<file path="config.mk">
export PLATFORM = sky130hd
export DESIGN_NAME = tanh_pwl_pipe_flat
export DESIGN_NICKNAME = d
export VERILOG_FILES = /design/src/rtl/tanh_pkg.sv /design/src/rtl/tanh_pwl_pipe_if.sv /design/src/rtl/tanh_lut_rf.sv /design/src/rtl/tanh_pwl_pipe.sv /design/src/flat_wrapper.sv
export SDC_FILE = /design/constraint.sdc
export NUM_CORES = 1
export LEC_CHECK = 0
export CORE_UTILIZATION = 56
export CTS_CLUSTER_DIAMETER = 120
export DETAILED_ROUTE_END_ITERATION = 10
export MAX_ROUTING_LAYER = met4
export PLACE_DENSITY = 0.8
export SETUP_SLACK_MARGIN = 0.1
export SLEW_MARGIN = 20
export SYNTH_ARGS = -nofsm -noshare
export SYNTH_HDL_FRONTEND = slang
export SYNTH_SLANG_ARGS = --single-unit
</file>
<file path="constraint.sdc">
create_clock -name clk -period 5.5 [get_ports clk]
set_input_delay 1.1 -clock clk [delete_from_list [all_inputs] [get_ports clk]]
set_output_delay 1.1 -clock clk [all_outputs]
set_load 0.05 [all_outputs]
</file>
<file path="src/rtl/tanh_pkg.sv">
// tanh_pkg: shared constants for the piecewise-linear tanh unit.
//   DEF_ADDR_W / DEF_FRAC_W / DEF_DATA_W : default geometry
//   DEF_LUT                              : 16 x 8 reset table for the default geometry
//   next_addr()                          : index of the interpolation partner entry
package tanh_pkg;

    localparam int DEF_ADDR_W = 4;
    localparam int DEF_FRAC_W = 4;
    localparam int DEF_DATA_W = 8;

    // Index order follows the two's-complement input: 0..7 positive, 8..15 negative.
    localparam logic signed [7:0] DEF_LUT [16] = '{
        8'sd0,   8'sd12,  8'sd15,  8'sd15,  8'sd15,  8'sd15,  8'sd15,  8'sd15,
        -8'sd15, -8'sd15, -8'sd15, -8'sd15, -8'sd15, -8'sd15, -8'sd15, -8'sd12
    };

    // The last negative segment interpolates across zero into entry 0; the
    // top positive segment has no successor, so it pairs with itself and saturates.
    function automatic int next_addr(input int addr, input int addr_w);
        if (addr == (1 << addr_w) - 1)
            return 0;
        if (addr == (1 << (addr_w - 1)) - 1)
            return addr;
        return addr + 1;
    endfunction

endpackage

</file>
<file path="src/rtl/tanh_pwl_pipe_if.sv">
// tanh_pwl_pipe_if: sample stream in, result stream out, and the LUT write port.
//   in_valid/in_ready/in_x     : input stream (in_x signed, ADDR_W+FRAC_W bits)
//   out_valid/out_ready/out_y  : result stream (out_y signed, DATA_W bits)
//   lut_we/lut_waddr/lut_wdata : LUT write strobe, address, signed data
//   slave modport: the tanh unit; master modport: the producer/consumer side.
interface tanh_pwl_pipe_if
    import tanh_pkg::*;
#(
    parameter int ADDR_W = DEF_ADDR_W,
    parameter int FRAC_W = DEF_FRAC_W,
    parameter int DATA_W = DEF_DATA_W
);
    localparam int IN_W = ADDR_W + FRAC_W;

    logic                     in_valid;
    logic                     in_ready;
    logic [IN_W-1:0]          in_x;
    logic                     out_valid;
    logic                     out_ready;
    logic signed [DATA_W-1:0] out_y;
    logic                     lut_we;
    logic [ADDR_W-1:0]        lut_waddr;
    logic signed [DATA_W-1:0] lut_wdata;

    modport slave (
        input  in_valid, in_x, out_ready, lut_we, lut_waddr, lut_wdata,
        output in_ready, out_valid, out_y
    );

    modport master (
        output in_valid, in_x, out_ready, lut_we, lut_waddr, lut_wdata,
        input  in_ready, out_valid, out_y
    );

endinterface

</file>
<file path="src/rtl/tanh_lut_rf.sv">
// tanh_lut_rf: 2^ADDR_W x DATA_W register file holding the tanh breakpoints.
//   clk, reset      : clock, async active-high reset (loads the default table)
//   we/waddr/wdata  : single write port, takes effect at the clock edge
//   raddr           : segment index
//   base, next      : combinational reads of the segment start and its partner
module tanh_lut_rf
    import tanh_pkg::*;
#(
    parameter int ADDR_W = DEF_ADDR_W,
    parameter int DATA_W = DEF_DATA_W
) (
    input  logic                     clk,
    input  logic                     reset,
    input  logic                     we,
    input  logic [ADDR_W-1:0]        waddr,
    input  logic signed [DATA_W-1:0] wdata,
    input  logic [ADDR_W-1:0]        raddr,
    output logic signed [DATA_W-1:0] base,
    output logic signed [DATA_W-1:0] next
);
    localparam int  DEPTH   = 2 ** ADDR_W;
    // The packaged table only makes sense for the geometry it was built for.
    localparam bit  USE_DEF = (ADDR_W == DEF_ADDR_W) && (DATA_W == DEF_DATA_W);

    logic signed [DATA_W-1:0] mem [DEPTH];
    logic [ADDR_W-1:0]        naddr;

    assign naddr = ADDR_W'(next_addr(int'(raddr), ADDR_W));
    assign base  = mem[raddr];
    assign next  = mem[naddr];

    always_ff @(posedge clk or posedge reset) begin
        if (reset) begin
            for (int i = 0; i < DEPTH; i++)
                mem[i] <= USE_DEF ? DATA_W'(DEF_LUT[i[3:0]]) : '0;
        end else if (we) begin
            mem[waddr] <= wdata;
        end
    end

endmodule

</file>
<file path="src/rtl/tanh_pwl_pipe.sv">
// tanh_pwl_pipe: 3-stage pipelined piecewise-linear tanh.
//   clk, reset : clock, async active-high reset (drops in-flight samples)
//   bus        : slave side of tanh_pwl_pipe_if (streams + LUT write port)
// Stage 1 reads base/next from the LUT, stage 2 multiplies the segment delta
// by the fraction, stage 3 adds the floored scaled delta back onto base.
// A single enable stalls every stage when the output is held.
module tanh_pwl_pipe
    import tanh_pkg::*;
#(
    parameter int ADDR_W = DEF_ADDR_W,
    parameter int FRAC_W = DEF_FRAC_W,
    parameter int DATA_W = DEF_DATA_W
) (
    input  logic          clk,
    input  logic          reset,
    tanh_pwl_pipe_if.slave bus
);
    localparam int IN_W = ADDR_W + FRAC_W;
    localparam int PW   = DATA_W + FRAC_W + 1;

    logic                     en, acc;
    logic [3:1]               vld_pipe;
    logic [ADDR_W-1:0]        addr;
    logic signed [DATA_W-1:0] lut_base, lut_next;

    logic signed [DATA_W-1:0] s1_base, s1_next;
    logic [FRAC_W-1:0]        s1_frac;
    logic signed [DATA_W-1:0] s2_base;
    logic signed [PW-1:0]     s2_prod;
    logic signed [DATA_W-1:0] s3_y;

    logic signed [DATA_W:0]   diff_c;
    logic signed [PW-1:0]     diff_x, frac_x, prod_c;
    logic signed [DATA_W-1:0] y_c;

    assign en  = bus.out_ready | ~vld_pipe[3];
    assign acc = bus.in_valid & en;

    assign bus.in_ready  = en;
    assign bus.out_valid = vld_pipe[3];
    assign bus.out_y     = s3_y;

    assign addr = bus.in_x[IN_W-1 -: ADDR_W];

    tanh_lut_rf #(.ADDR_W(ADDR_W), .DATA_W(DATA_W)) u_lut (
        .clk   (clk),
        .reset (reset),
        .we    (bus.lut_we),
        .waddr (bus.lut_waddr),
        .wdata (bus.lut_wdata),
        .raddr (addr),
        .base  (lut_base),
        .next  (lut_next)
    );

    // One extra bit on the delta covers the full span between two entries;
    // the fraction is zero-extended so it never reads as negative.
    assign diff_c = (DATA_W+1)'(s1_next) - (DATA_W+1)'(s1_base);
    assign diff_x = PW'(diff_c);
    assign frac_x = PW'({1'b0, s1_frac});
    assign prod_c = diff_x * frac_x;

    // Result lies between base and next, so truncation to DATA_W is lossless.
    assign y_c = DATA_W'(PW'(s2_base) + (s2_prod >>> FRAC_W));

    always_ff @(posedge clk or posedge reset) begin
        if (reset) begin
            vld_pipe <= '0;
            s1_base  <= '0;
            s1_next  <= '0;
            s1_frac  <= '0;
            s2_base  <= '0;
            s2_prod  <= '0;
            s3_y     <= '0;
        end else if (en) begin
            vld_pipe <= {vld_pipe[2:1], acc};
            s1_base  <= lut_base;
            s1_next  <= lut_next;
            s1_frac  <= bus.in_x[FRAC_W-1:0];
            s2_base  <= s1_base;
            s2_prod  <= prod_c;
            s3_y     <= y_c;
        end
    end

endmodule

</file>
<file path="src/flat_wrapper.sv">
// flat-port wrapper written by rule: the top's interface ports become plain ports
module tanh_pwl_pipe_flat import tanh_pkg::*;
#(
    parameter int ADDR_W = DEF_ADDR_W,
    parameter int FRAC_W = DEF_FRAC_W,
    parameter int DATA_W = DEF_DATA_W
)
  (clk, reset, bus_in_valid, bus_in_x, bus_out_ready, bus_lut_we, bus_lut_waddr, bus_lut_wdata, bus_in_ready, bus_out_valid, bus_out_y);
  tanh_pwl_pipe_if #(.ADDR_W(ADDR_W), .FRAC_W(FRAC_W), .DATA_W(DATA_W)) bus_i ();
  input  logic clk;
  input  logic reset;
  input wire logic [$bits(bus_i.in_valid)-1:0] bus_in_valid;
  input wire logic [$bits(bus_i.in_x)-1:0] bus_in_x;
  input wire logic [$bits(bus_i.out_ready)-1:0] bus_out_ready;
  input wire logic [$bits(bus_i.lut_we)-1:0] bus_lut_we;
  input wire logic [$bits(bus_i.lut_waddr)-1:0] bus_lut_waddr;
  input wire logic [$bits(bus_i.lut_wdata)-1:0] bus_lut_wdata;
  output wire logic [$bits(bus_i.in_ready)-1:0] bus_in_ready;
  output wire logic [$bits(bus_i.out_valid)-1:0] bus_out_valid;
  output wire logic [$bits(bus_i.out_y)-1:0] bus_out_y;
  assign bus_i.in_valid = bus_in_valid;
  assign bus_i.in_x = bus_in_x;
  assign bus_i.out_ready = bus_out_ready;
  assign bus_i.lut_we = bus_lut_we;
  assign bus_i.lut_waddr = bus_lut_waddr;
  assign bus_i.lut_wdata = bus_lut_wdata;
  assign bus_in_ready = bus_i.in_ready;
  assign bus_out_valid = bus_i.out_valid;
  assign bus_out_y = bus_i.out_y;
  tanh_pwl_pipe #(.ADDR_W(ADDR_W), .FRAC_W(FRAC_W), .DATA_W(DATA_W)) u_core (.clk(clk), .reset(reset), .bus(bus_i));
endmodule
</file>
==> results.md <==
- Sequential element share of the synthesized area: 0.418
- Final Critical Period: approximately 5.0 ns
- Sequential power share: 0.287
- Core area: 18700 um2
- WP data required: slightly below 6 ns
- WHS Endpoint: u_core.vld_pipe[2]
- Number of synthesized flops with an enable pin: 0
- Worst flop-to-flop path endpoint: u_core.s2_prod[10]
- Share of the synthesized area in the top cell type: 0.256
- Tot Pwr: 7.17 mW
- Top cells by area, synth: dfrtp_1, dfstp_2, mux2_2, mux2i_1, mux4_2
- Mapped Area: 10700 um2
- WP data arrival: 5.33 ns
- # hold bufs at CTS: 0
- Leak: roughly 5.1 nW
- Number of vias per cell: 6.10
- Final period util: 0.906
- Clock latency on the worst-skew pair: 0.44 ns
- Most common cell after layout, fill and taps aside: mux2_2
- Syn nets: 956
- Slew @ Worst Pin: between 1 and 1.5 ns
- CTS tree: built
- Hold Path Origin: u_core.vld_pipe[2]
- Mean area per synthesized cell: 12.1 um2
- Setup_tns: 0 ns
- Worst slew margin: 0.222
- IO Count: 35
- DR DRC count: 0
- Max-cap violation count: 0
- Power Internal: between 4 and 5 mW
- RSZ-0062 raised after global routing: no
- # setup viols final: 0
- Starting DRC count in detailed routing: 542
- Die ar.: 19600 um2
- Largest net degree at the start of global routing: 176
- GP Congestion: around 0.9
- Worst vdd ir: around 0.37 mV
- Most frequent cells in the layout: mux2_2, dfrtp_1, mux2i_1, nand2_1, dfstp_2
- Seq cells post-synth: between 150 and 200
- Switching Fraction: 0.402
- Switching pwr: 2.88 mW
- Cts repair resizes: 0
- Library cells used by synthesis: 54
- Share of power burned in the clock network: 0.177
- ANT cells: 0
- PD cells: 610 nW/um2
- Final Skew: 0.00985 ns
- GR Util All Layers: 0.269
- Vias in the first global route: 7079
- Worst-path fanout max: 4
- Share of cells above drive strength 1: 0.325
- Post-route ant nets: 0
- Status: complete, no violations
- Clock transition at path regs: 0.07 ns
- H-tree levels: 4
- Final WL: between 20000 and 25000 um
- CTS sink cnt: between 150 and 200
- Count of final hold-check violations: 0
- Wire length per cell: around 21 um
- Initial Util: 0.571
- Combinational power share: 0.535
- Total number of yosys warnings: 0
- Via count: 6953
- Ys async rst share: 1.00
- Chip Height: 140 um
- CTS max path bufs: 2
- Startpoint class of the critical path: register
- Main synth FF type: dfrtp_1
- Crit Path Class: register to register
- Hold Crit Class: register to register
- DIE WIDTH: 140 um
- Antenna violations before repair: 0
- Reg2reg start: u_core.s1_base[0]
- Synth-to-Final Area Change: 10.2%
- Pre-antenna DRT Iters: 4
- First-pass GRT wire length: roughly 39000 um
- Count of cells along the worst register-to-register path: 19
- WHS Path Cells: 2
- CTS root buf: clkbuf_16
- Nets: 970
- FF-to-FF setup slack: 0.52 ns
- # rows: 50
- Grt ovf: 0
- # port buffers: 34
- Area leader, netlist: dfrtp_1
- Cells after synthesis: 879
- Post-CTS setup buffers: 0
- Total CTS buffers: 17
- Critical Path Sink Type: register
- Pins Over Slew Limit: 0
- Half-perimeter wire length after placement: approximately 16000 um
- Fmax: 0.201 GHz
-- state kept, by name (all words and copies together), names as in the netlist --
name / cells
u_core.s2_base: 8
u_core.s1_frac: 4
u_core.u_lut.mem: 128
u_core.s1_base: 8
u_core.s1_next: 8
u_core.bus.out_y: 8
u_core.vld_pipe: 3
u_core.s2_prod: 8
-- cell families after synthesis --
family / share of synthesized area
multiplexers: 0.323
adder cells (fa/ha/maj): 0.0729
AND/OR/NAND/NOR: 0.0802
buffers and inverters: 0.0408
flip-flops: 0.418
XOR/XNOR: 0.0139
AO/OA/AOI/OAI: 0.0513
-- metrics by stage --
step / hold WS, ns / instances / cell area, um2 / utilization / setup slack [ns]
detailed placement: 0.448 / 1108 / 11200 / 0.596 / 0.588
finish: 0.463 / 1140 / 11800 / 0.629 / 0.519
global placement: 0.440 / 1108 / 11200 / 0.596 / 0.782
floorplan: 0.430 / 879 / 10700 / - / 0.978
CTS: 0.465 / 1140 / 11800 / 0.629 / 0.546
global route: 0.491 / 1140 / 11800 / 0.629 / 0.239
-- layer usage --
layer  global-route usage  vias up  part of all wire
met5                    -        -                 0
met4               0.0937        0             0.027
met3               0.0578       52             0.048
met2                0.426      177              0.49
met1                0.345     3558              0.44
li1                     -     3166                 -
-- area by class of cell --
type | instances | area, um2
well taps | 234 | 293
fillers | 1406 | 6940
flip-flops and latches | 175 | 4460
clock buffers | 18 | 429
inverters | 49 | 188
clock inverters | 14 | 180
repair buffers | 43 | 410
multi-input cells | 607 | 5800
-- power by group through the flow --
| stage | logic [mW] | clock network [mW] | registers [mW] |
|---|---|---|---|
| finish | 3.84 | 1.27 | 2.06 |
| global route | 4.34 | 1.34 | 2.11 |
| CTS | 3.86 | 1.29 | 2.06 |
| detailed placement | 3.83 | 0 | 2.08 |
| global placement | 3.70 | 0 | 2.05 |
| floorplan | 3.01 | 0 | 2.08 |
-- cells in the mapped netlist (13+ instances only) --
library cell,count
mux2_2,129
dfrtp_1,109
mux2i_1,107
nand2_1,73
dfstp_2,66
inv_1,47
mux4_2,41
nor2_1,40
ha_1,35
clkbuf_1,28
a21oi_1,17
fa_1,17
o21ai_0,17
and2_1,13
xnor2_1,13
-- critical path, cell delays in order, from the launching register on --
cell	delay [ns]
dfrtp_1	0.41
ha_1	0.23
fa_1	0.41
nor2b_1	0.16
o31a_1	0.24
o21a_1	0.15
nor2_1	0.05
xnor2_1	0.27
and2_1	0.19
ha_1	0.26
fa_1	0.53
inv_1	0.05
fa_1	0.51
inv_1	0.05
ha_1	0.34
a41o_1	0.23
a21oi_1	0.20
a21boi_0	0.18
o21a_1	0.20
o31ai_1	0.21
-- worst max-delay path by stage --
stage	startpoint	to	slack (ns)
floorplan	u_core.s1_base[0]	u_core.s2_prod[10]	0.98
global placement	u_core.s1_base[0]	u_core.s2_prod[10]	0.78
detailed placement	u_core.s1_base[0]	u_core.s2_prod[10]	0.59
CTS	u_core.s1_base[0]	u_core.s2_prod[10]	0.55
global route	u_core.s1_base[1]	u_core.s2_prod[10]	0.24
finish	u_core.s1_base[0]	u_core.s2_prod[10]	0.52
(Power assumes the default switching activity.)
